`src/rtl/key_event_filter_pkg.sv`:
```
// Shared constants for the keypad event filter: key codes and debounce FSM encoding.
package key_event_filter_pkg;

  localparam int NUM_KEYS = 12;
  localparam int CODE_W   = 4;

  // Key codes follow key_pad bit order: bit i of key_data is key code i.
  localparam logic [CODE_W-1:0] KEY_0  = 4'd0;
  localparam logic [CODE_W-1:0] KEY_1  = 4'd1;
  localparam logic [CODE_W-1:0] KEY_2  = 4'd2;
  localparam logic [CODE_W-1:0] KEY_3  = 4'd3;
  localparam logic [CODE_W-1:0] KEY_4  = 4'd4;
  localparam logic [CODE_W-1:0] KEY_5  = 4'd5;
  localparam logic [CODE_W-1:0] KEY_6  = 4'd6;
  localparam logic [CODE_W-1:0] KEY_7  = 4'd7;
  localparam logic [CODE_W-1:0] KEY_8  = 4'd8;
  localparam logic [CODE_W-1:0] KEY_9  = 4'd9;
  localparam logic [CODE_W-1:0] KEY_10 = 4'd10;
  localparam logic [CODE_W-1:0] KEY_11 = 4'd11;

  localparam logic [1:0] ST_IDLE     = 2'd0;
  localparam logic [1:0] ST_DEBOUNCE = 2'd1;
  localparam logic [1:0] ST_PRESSED  = 2'd2;
  localparam logic [1:0] ST_RELEASE  = 2'd3;

endpackage

```
`src/rtl/key_event_filter_if.sv`:
```
// Event pop channel between the filter (master) and the game logic (slave).
interface key_event_filter_if;
  import key_event_filter_pkg::*;

  logic              ev_valid;
  logic [CODE_W-1:0] ev_code;
  logic              ev_ready;
  logic              ev_overflow;

  modport master (output ev_valid, output ev_code, output ev_overflow, input ev_ready);
  modport slave  (input ev_valid, input ev_code, input ev_overflow, output ev_ready);

endinterface

```
`src/rtl/key_event_filter_fifo.sv`:
```
// Show-ahead event queue; a push into a full queue is dropped unless a pop frees
// a slot on the same edge, and any drop sets a sticky overflow flag.
module key_event_fifo
  import key_event_filter_pkg::*;
#(
  parameter int DEPTH = 4,
  parameter int WIDTH = CODE_W
) (
  input  logic             clk,
  input  logic             rst,
  input  logic             push,
  input  logic [WIDTH-1:0] push_data,
  input  logic             pop,
  output logic [WIDTH-1:0] head,
  output logic             valid,
  output logic             overflow
);

  localparam int PTR_W = (DEPTH > 1) ? $clog2(DEPTH) : 1;
  localparam int CNT_W = $clog2(DEPTH + 1);
  localparam logic [PTR_W-1:0] PTR_LAST = PTR_W'(DEPTH - 1);
  localparam logic [CNT_W-1:0] CNT_FULL = CNT_W'(DEPTH);

  logic [WIDTH-1:0] mem [DEPTH];
  logic [PTR_W-1:0] wr_ptr, rd_ptr;
  logic [CNT_W-1:0] count;
  logic             empty, full, pop_en, push_en;

  assign empty   = (count == '0);
  assign full    = (count == CNT_FULL);
  assign pop_en  = pop && !empty;
  assign push_en = push && (!full || pop_en);
  assign valid   = !empty;
  assign head    = empty ? '0 : mem[rd_ptr];

  // Storage write; contents are only observable through head when non-empty.
  always_ff @(posedge clk) begin
    if (push_en) mem[wr_ptr] <= push_data;
  end

  // Pointer, occupancy and sticky overflow bookkeeping.
  always_ff @(posedge clk or posedge rst) begin
    if (rst) begin
      wr_ptr   <= '0;
      rd_ptr   <= '0;
      count    <= '0;
      overflow <= 1'b0;
    end else begin
      if (push_en) wr_ptr <= (wr_ptr == PTR_LAST) ? '0 : wr_ptr + PTR_W'(1);
      if (pop_en)  rd_ptr <= (rd_ptr == PTR_LAST) ? '0 : rd_ptr + PTR_W'(1);
      if (push_en && !pop_en)      count <= count + CNT_W'(1);
      else if (pop_en && !push_en) count <= count - CNT_W'(1);
      if (push && !push_en) overflow <= 1'b1;
    end
  end

endmodule

```
`src/rtl/key_event_filter.sv`:
```
// Keypad debouncer: one queued key code per physical single-key press.
//
//  state    | meaning
//  ---------+-----------------------------------------------------------
//  IDLE     | no key down; waiting for a one-hot sample
//  DEBOUNCE | candidate key seen; counting stable samples before accepting
//  PRESSED  | press accepted and queued; holding never re-queues
//  RELEASE  | key gone; counting stable absence, return of the key is a bounce
module key_event_filter
  import key_event_filter_pkg::*;
#(
  parameter int DEBOUNCE_CYC = 250000,
  parameter int FIFO_DEPTH   = 4,
  parameter int NKEYS        = NUM_KEYS
) (
  input  logic                 clk,
  input  logic                 rst,
  input  logic [NKEYS-1:0]     key_data,
  output logic                 key_held,
  key_event_filter_if.master   ev
);

  localparam int CNT_W = (DEBOUNCE_CYC > 1) ? $clog2(DEBOUNCE_CYC) : 1;
  localparam logic [CNT_W-1:0] CNT_LAST = CNT_W'(DEBOUNCE_CYC - 1);

  logic [NKEYS-1:0]  k_q;
  logic [1:0]        state;
  logic [CODE_W-1:0] cur;
  logic [CNT_W-1:0]  cnt;
  logic [CODE_W-1:0] k_idx;
  logic              k_onehot, k_is_cur, push;

  assign k_onehot = $onehot(k_q);
  assign k_is_cur = (k_q == (NKEYS'(1) << cur));
  assign push     = (state == ST_DEBOUNCE) && k_is_cur && (cnt == CNT_LAST);
  assign key_held = (state == ST_PRESSED) || (state == ST_RELEASE);

  // Bit index of the sampled key; only used when exactly one bit is set.
  always_comb begin
    k_idx = '0;
    for (int i = 0; i < NKEYS; i++) begin
      if (k_q[i]) k_idx = CODE_W'(i);
    end
  end

  // Single input register; key_data is already in the clk_sys domain.
  always_ff @(posedge clk or posedge rst) begin
    if (rst) k_q <= '0;
    else     k_q <= key_data;
  end

  // Debounce FSM: press and release both need DEBOUNCE_CYC stable samples.
  always_ff @(posedge clk or posedge rst) begin
    if (rst) begin
      state <= ST_IDLE;
      cur   <= '0;
      cnt   <= '0;
    end else begin
      case (state)
        ST_IDLE: begin
          if (k_onehot) begin
            cur   <= k_idx;
            cnt   <= '0;
            state <= ST_DEBOUNCE;
          end
        end
        ST_DEBOUNCE: begin
          if (!k_is_cur) begin
            cnt   <= '0;
            state <= ST_IDLE;
          end else if (cnt == CNT_LAST) begin
            state <= ST_PRESSED;
          end else begin
            cnt <= cnt + CNT_W'(1);
          end
        end
        ST_PRESSED: begin
          if (!k_is_cur) begin
            cnt   <= '0;
            state <= ST_RELEASE;
          end
        end
        default: begin
          if (k_is_cur) begin
            state <= ST_PRESSED;
          end else if (cnt == CNT_LAST) begin
            state <= ST_IDLE;
          end else begin
            cnt <= cnt + CNT_W'(1);
          end
        end
      endcase
    end
  end

  key_event_fifo #(
    .DEPTH (FIFO_DEPTH),
    .WIDTH (CODE_W)
  ) u_fifo (
    .clk       (clk),
    .rst       (rst),
    .push      (push),
    .push_data (cur),
    .pop       (ev.ev_ready),
    .head      (ev.ev_code),
    .valid     (ev.ev_valid),
    .overflow  (ev.ev_overflow)
  );

endmodule

```
`src/flat_wrapper.sv`:
```
// flat-port wrapper written by rule: the top's interface ports become plain ports
module key_event_filter_flat import key_event_filter_pkg::*;
#(
  parameter int DEBOUNCE_CYC = 250000,
  parameter int FIFO_DEPTH   = 4,
  parameter int NKEYS        = NUM_KEYS
)
  (clk, rst, key_data, key_held, ev_ev_valid, ev_ev_code, ev_ev_overflow, ev_ev_ready);
  key_event_filter_if ev_i ();
  input  logic clk;
  input  logic rst;
  input  logic [NKEYS-1:0] key_data;
  output logic key_held;
  output wire logic [$bits(ev_i.ev_valid)-1:0] ev_ev_valid;
  output wire logic [$bits(ev_i.ev_code)-1:0] ev_ev_code;
  output wire logic [$bits(ev_i.ev_overflow)-1:0] ev_ev_overflow;
  input wire logic [$bits(ev_i.ev_ready)-1:0] ev_ev_ready;
  assign ev_ev_valid = ev_i.ev_valid;
  assign ev_ev_code = ev_i.ev_code;
  assign ev_ev_overflow = ev_i.ev_overflow;
  assign ev_i.ev_ready = ev_ev_ready;
  key_event_filter #(.DEBOUNCE_CYC(DEBOUNCE_CYC), .FIFO_DEPTH(FIFO_DEPTH), .NKEYS(NKEYS)) u_core (.clk(clk), .rst(rst), .key_data(key_data), .key_held(key_held), .ev(ev_i));
endmodule
```
`config.mk`:
```
export PLATFORM = sky130hd
export DESIGN_NAME = key_event_filter_flat
export DESIGN_NICKNAME = d
export VERILOG_FILES = /design/src/rtl/key_event_filter_pkg.sv /design/src/rtl/key_event_filter_if.sv /design/src/rtl/key_event_filter_fifo.sv /design/src/rtl/key_event_filter.sv /design/src/flat_wrapper.sv
export SDC_FILE = /design/constraint.sdc
export NUM_CORES = 1
export LEC_CHECK = 0
export CORE_MARGIN = 3
export CORE_UTILIZATION = 50
export DETAILED_ROUTE_END_ITERATION = 12
export HOLD_SLACK_MARGIN = 0.12
export PLACE_DENSITY = 0.8
export REMOVE_ABC_BUFFERS = 1
export SYNTH_ARGS = -nofsm -noshare
export SYNTH_HDL_FRONTEND = slang
export SYNTH_SLANG_ARGS = --single-unit
```
`constraint.sdc`:
```
create_clock -name clk -period 10.35 [get_ports clk]
set_input_delay 2.07 -clock clk [delete_from_list [all_inputs] [get_ports clk]]
set_output_delay 2.07 -clock clk [all_outputs]
set_load 0.005 [all_outputs]
```
==> results <==
- The run finished with clean final reports.
- The H-tree was split into 3 levels.
- The maximum number of pins on one net before global-route repair is 45.
- Timing would allow up to 196.2 MHz.
- The cell count after placement is 425.
- The region available for standard cell placement spans 0.006568 sq mm.
- The height of the die is 89.69 um.
- The number of DRC markers after the initial detailed-route iteration is 146.
- Of the available clock period, the critical path in the final layout requires 0.4925.
- In this run, synthesis inferred 16 flip-flops with an integrated enable.
- The type of the worst setup path is reg2reg.
- The leakage power figure is 0.001606 uW.
- At the pin with the least slew margin, the transition time is 1.205 ns.
- The total routed wirelength is 6.566 mm.
- The number of endpoints with negative hold slack in the final report was 0.
- The worst hold path belongs to the class reg2reg.
- The launching element of the worst setup path is u_core.k_q[4].
- Dividing total power by cell area gives a power density of 204.6 mW/mm^2.
- The longest clock path from root to sink contains 2 buffers.
- Among all stages on the critical path, the largest delay is contributed by nor4_1.
- Prior to clock tree synthesis, the placed netlist has a worst setup slack of 5.283 ns.
- After legalization and detailed placement, the total HPWL measured 4.762 mm.
- Across the run, the number of max-cap violations was 0.
- The clock buffer count from CTS is 9.
- The worst-case vdd ir drop is 107.1 uV.
- The initial antenna violation count is 0.
- Adding up every negative setup slack in the final design gives 0 ns.
- The detailed-routing iteration count for the pre-antenna-repair pass is 4.
- The footprint of the multi-input gates is 0.001739 sq mm.
- Summing every instance area after synthesis gives 0.003502 sq mm.
- For this run the aggregate overflow at the end of global routing stands at 0.
- The final RePlAce weighted congestion is 0.9078.
- The element type at the critical path end is a flop.
- The fraction of synthesis flops using an asynchronous set or reset pin is 0.7333.
- The routed length per instance is 14.89 um.
- After clock tree synthesis, the clock-pin slew on the worst setup and hold paths is 0.07 ns.
- The number of synthesis warnings is 0.
- The commonest register cell after synthesis is dfrtp_1.
- Measured against its own limit, the worst slew margin works out to 0.1893.
- Once layout is complete, the cells apart from fillers number 441.
- The number of max-slew violations in the final report was 0.
- The worst register-to-register path begins at u_core.k_q[4].
- The number of fillers in the final layout is 532.
- The share of the Yosys chip area taken by registers is 0.4516.
- The die footprint is 0.008044 sq mm.
- The number of sinks handled by clock tree synthesis is 60.
- The worst path needs 5.097 ns of the cycle, external delays included.
- The total of hold buffers inserted after clock tree synthesis is 0.
- The count of inserted antenna diode cells is 0.
- The startpoint of the lowest-slack hold path is u_core.u_fifo.overflow.
- The launching element type of the critical path is a flop.
- The register-to-register setup slack is 5.25 ns.
- The critical path goes through inv_1 > ha_1 > inv_1 > fa_1 > fa_1 > fa_1 > inv_1 > ha_1 > inv_1 > fa_1 > xnor2_1 > a211oi_1 > nor4_1 > a21o_2 > o21ai_0 > a21oi_1.
- Setup repair after global routing left no endpoint under its margin.
- The I/O pin count is 22.
- The count of buffers added on input and output ports is 21.
- The buffer cell driving the clock tree root is clkbuf_8.
- Setup violations remaining at the end of the flow were counted as 0.
- The worst hold path terminates at u_core.u_fifo.overflow.
- Along the worst hold path, the cell count comes to 1.
- For this run, design rule violations remaining after detail routing come to 0.
- Once layout is complete, the utilization of the core stands at 0.6049.
- The clock reaches the later pin of the worst-skew pair after 0.34 ns.
- The first global-routing pass estimated 10.71 mm of wire.
- The post-route worst hold slack is 0.4566 ns.
- Gates resized during post-CTS repair numbered 0.
- The detailed-route via count is 2,469.
- The initial core utilization is 0.5332.
- Setup slack on the critical path of the routed design comes to 5.253 ns.
- STA puts the critical path data required time at 10.60 ns.
- The synthesized design contains 60 register bits.
- The site row count is 29.
- The post-detailed-route via-to-cell ratio is 5.599.
- In this run the remaining antenna-violating nets after routing total 0.
- The via count of the first global-routing pass was 2,264.
- In this run the horizontal extent of the chip is 89.69 um.
- The global-route usage over all layers is 0.1767.
- The final layout contains 386 nets.
- Counting every instance in the synthesized netlist gives 323.
- The number of setup buffers added after CTS is 0.
- The number of different library cells in the post-synthesis netlist is 53.
- Across the routed clock network, the largest skew measured is 0.006183 ns.
- The worst register-to-register path ends at u_core.cnt[14].
- The maximum fanout count along the critical path is 27.
- Measured in cells, the most critical reg-to-reg path has a length of 16.
- On the worst path, the slowest cell contributes a delay of 0.86 ns.
- The fraction of layout instances using a drive strength above 1 is 0.09483.
- Across the whole layout, storage elements account for 0.001582 sq mm.
- The CTS tree is built.
- Relative to the synthesized area, the layout overhead comes to 13.43%.
- The average cell area after synthesis is 10.84 sq um.
- For the worst setup path, the data arrival time is 5.35 ns.
## cell families after synthesis
logic type | synth area share
muxes | 0.06288
DFF | 0.4516
and+or+nand+nor | 0.1847
AOI/OAI and AO/OA | 0.1218
adders and majority gates | 0.1172
buffers and inverters | 0.05180
xor gates and xnor gates | 0.01001
## cell usage in the layout (no fill, tap or decap), drive strengths merged, types with 5 or more instances in the layout
master / count
a21o: 6
a21oi: 23
and2: 9
clkbuf: 9
clkdlybuf4s50: 21
dfrtp: 44
edfxtp: 16
fa: 8
ha: 20
inv: 33
mux2: 8
nand2: 16
nand3: 10
nand4: 5
nor2: 17
nor4: 7
nor4b: 5
o21ai: 12
o31ai: 11
or3: 8
or4: 10
## per-stage QoR
stage	instance area, sq um	power [uW]
3_3_place_gp	3771	590.4
6_report	3973	813.0
3_5_place_dp	3771	604.8
5_1_grt	3973	868.6
4_1_cts	3973	819.8
2_1_floorplan	3445	516.4
## routing by layer
layer / routed length [um] / track usage / vias up
met4: 154 / 0.09743 / 0
li1: - / - / 1220
met5: 0 / 0 / -
met1: 3006 / 0.2335 / 1179
met2: 3114 / 0.2726 / 57
met3: 291 / 0.03558 / 13
## cells in the mapped netlist, types with 2 or more instances
| master | number | area share |
|---|---|---|
| a21o_1 | 5 | 0.011 |
| nor2_1 | 17 | 0.018 |
| o31ai_1 | 11 | 0.024 |
| nor4b_1 | 4 | 0.010 |
| nor4_4 | 2 | 0.012 |
| or3_1 | 8 | 0.014 |
| mux2i_1 | 4 | 0.011 |
| and2_1 | 9 | 0.016 |
| nand3b_1 | 4 | 0.0086 |
| nand2_1 | 15 | 0.016 |
| o21ai_0 | 9 | 0.013 |
| or3b_1 | 2 | 0.0050 |
| xnor2_1 | 2 | 0.0050 |
| or4_1 | 10 | 0.021 |
| dfrtp_1 | 44 | 0.31 |
| ha_1 | 20 | 0.071 |
| xor2_1 | 2 | 0.0050 |
| nor3b_1 | 2 | 0.0043 |
| inv_1 | 33 | 0.035 |
| a21oi_1 | 23 | 0.033 |
| nand4_1 | 5 | 0.0089 |
| buf_4 | 3 | 0.0064 |
| o41ai_1 | 2 | 0.0050 |
| a211oi_1 | 2 | 0.0043 |
| o21ai_1 | 3 | 0.0043 |
| edfxtp_1 | 16 | 0.14 |
| nor4_1 | 5 | 0.0089 |
| nand3_1 | 10 | 0.014 |
| nor3_1 | 4 | 0.0057 |
| mux2_2 | 3 | 0.0096 |
| fa_1 | 8 | 0.046 |
| mux2_1 | 5 | 0.016 |
| mux4_2 | 4 | 0.026 |
| clkbuf_1 | 8 | 0.0086 |
## worst max-delay path: cells and delay by family, from the launching register on
family | cells | cell delay, ns
AO/OA/AOI/OAI | 4 | 0.85
XOR/XNOR | 1 | 0.20
AND/OR/NAND/NOR | 1 | 0.86
adder cells (fa/ha/maj) | 6 | 2.34
flip-flops | 1 | 0.46
buffers and inverters | 4 | 0.31
## report_power, final
group | leakage, uW | switching [uW] | internal [uW]
combinational | 0.000807 | 144 | 128
sequential | 0.000711 | 52.2 | 277
clock | 0.0000877 | 100 | 112
total | 0.00161 | 296 | 517
## how the worst max path moves through the flow
stage / to / slack (ns)
after floorplan: u_core.cnt[11] / 5.83
after global placement: u_core.cnt[4] / 5.58
final: u_core.cnt[14] / 5.25
after detailed placement: u_core.cnt[14] / 5.28
after CTS: u_core.cnt[13] / 5.24
after global routing: u_core.cnt[11] / 4.86
## final cells by class
| type | count | share of cell area |
|---|---|---|
| Multi-Input combinational cell | 218 | 0.4378 |
| Sequential cell | 60 | 0.3981 |
| Timing Repair Buffer | 21 | 0.05291 |
| Clock buffer | 9 | 0.03118 |
| Inverter | 33 | 0.03118 |
| Tap cell | 93 | 0.02929 |
| Clock inverter | 7 | 0.01953 |
## sequential cells by signal (all words and copies together) (netlist names), named ones only
| signal | flops |
|---|---|
| u_core.u_fifo.mem | 16 |
| u_core.k_q | 12 |
| u_core.cur | 4 |
| u_core.cnt | 18 |
| u_core.u_fifo.count | 3 |
| u_core.u_fifo.wr_ptr | 2 |
| u_core.state | 1 |
| u_core.u_fifo.overflow | 1 |
| u_core.u_fifo.rd_ptr | 2 |
No activity file was read; power rests on OpenSTA's default activity.
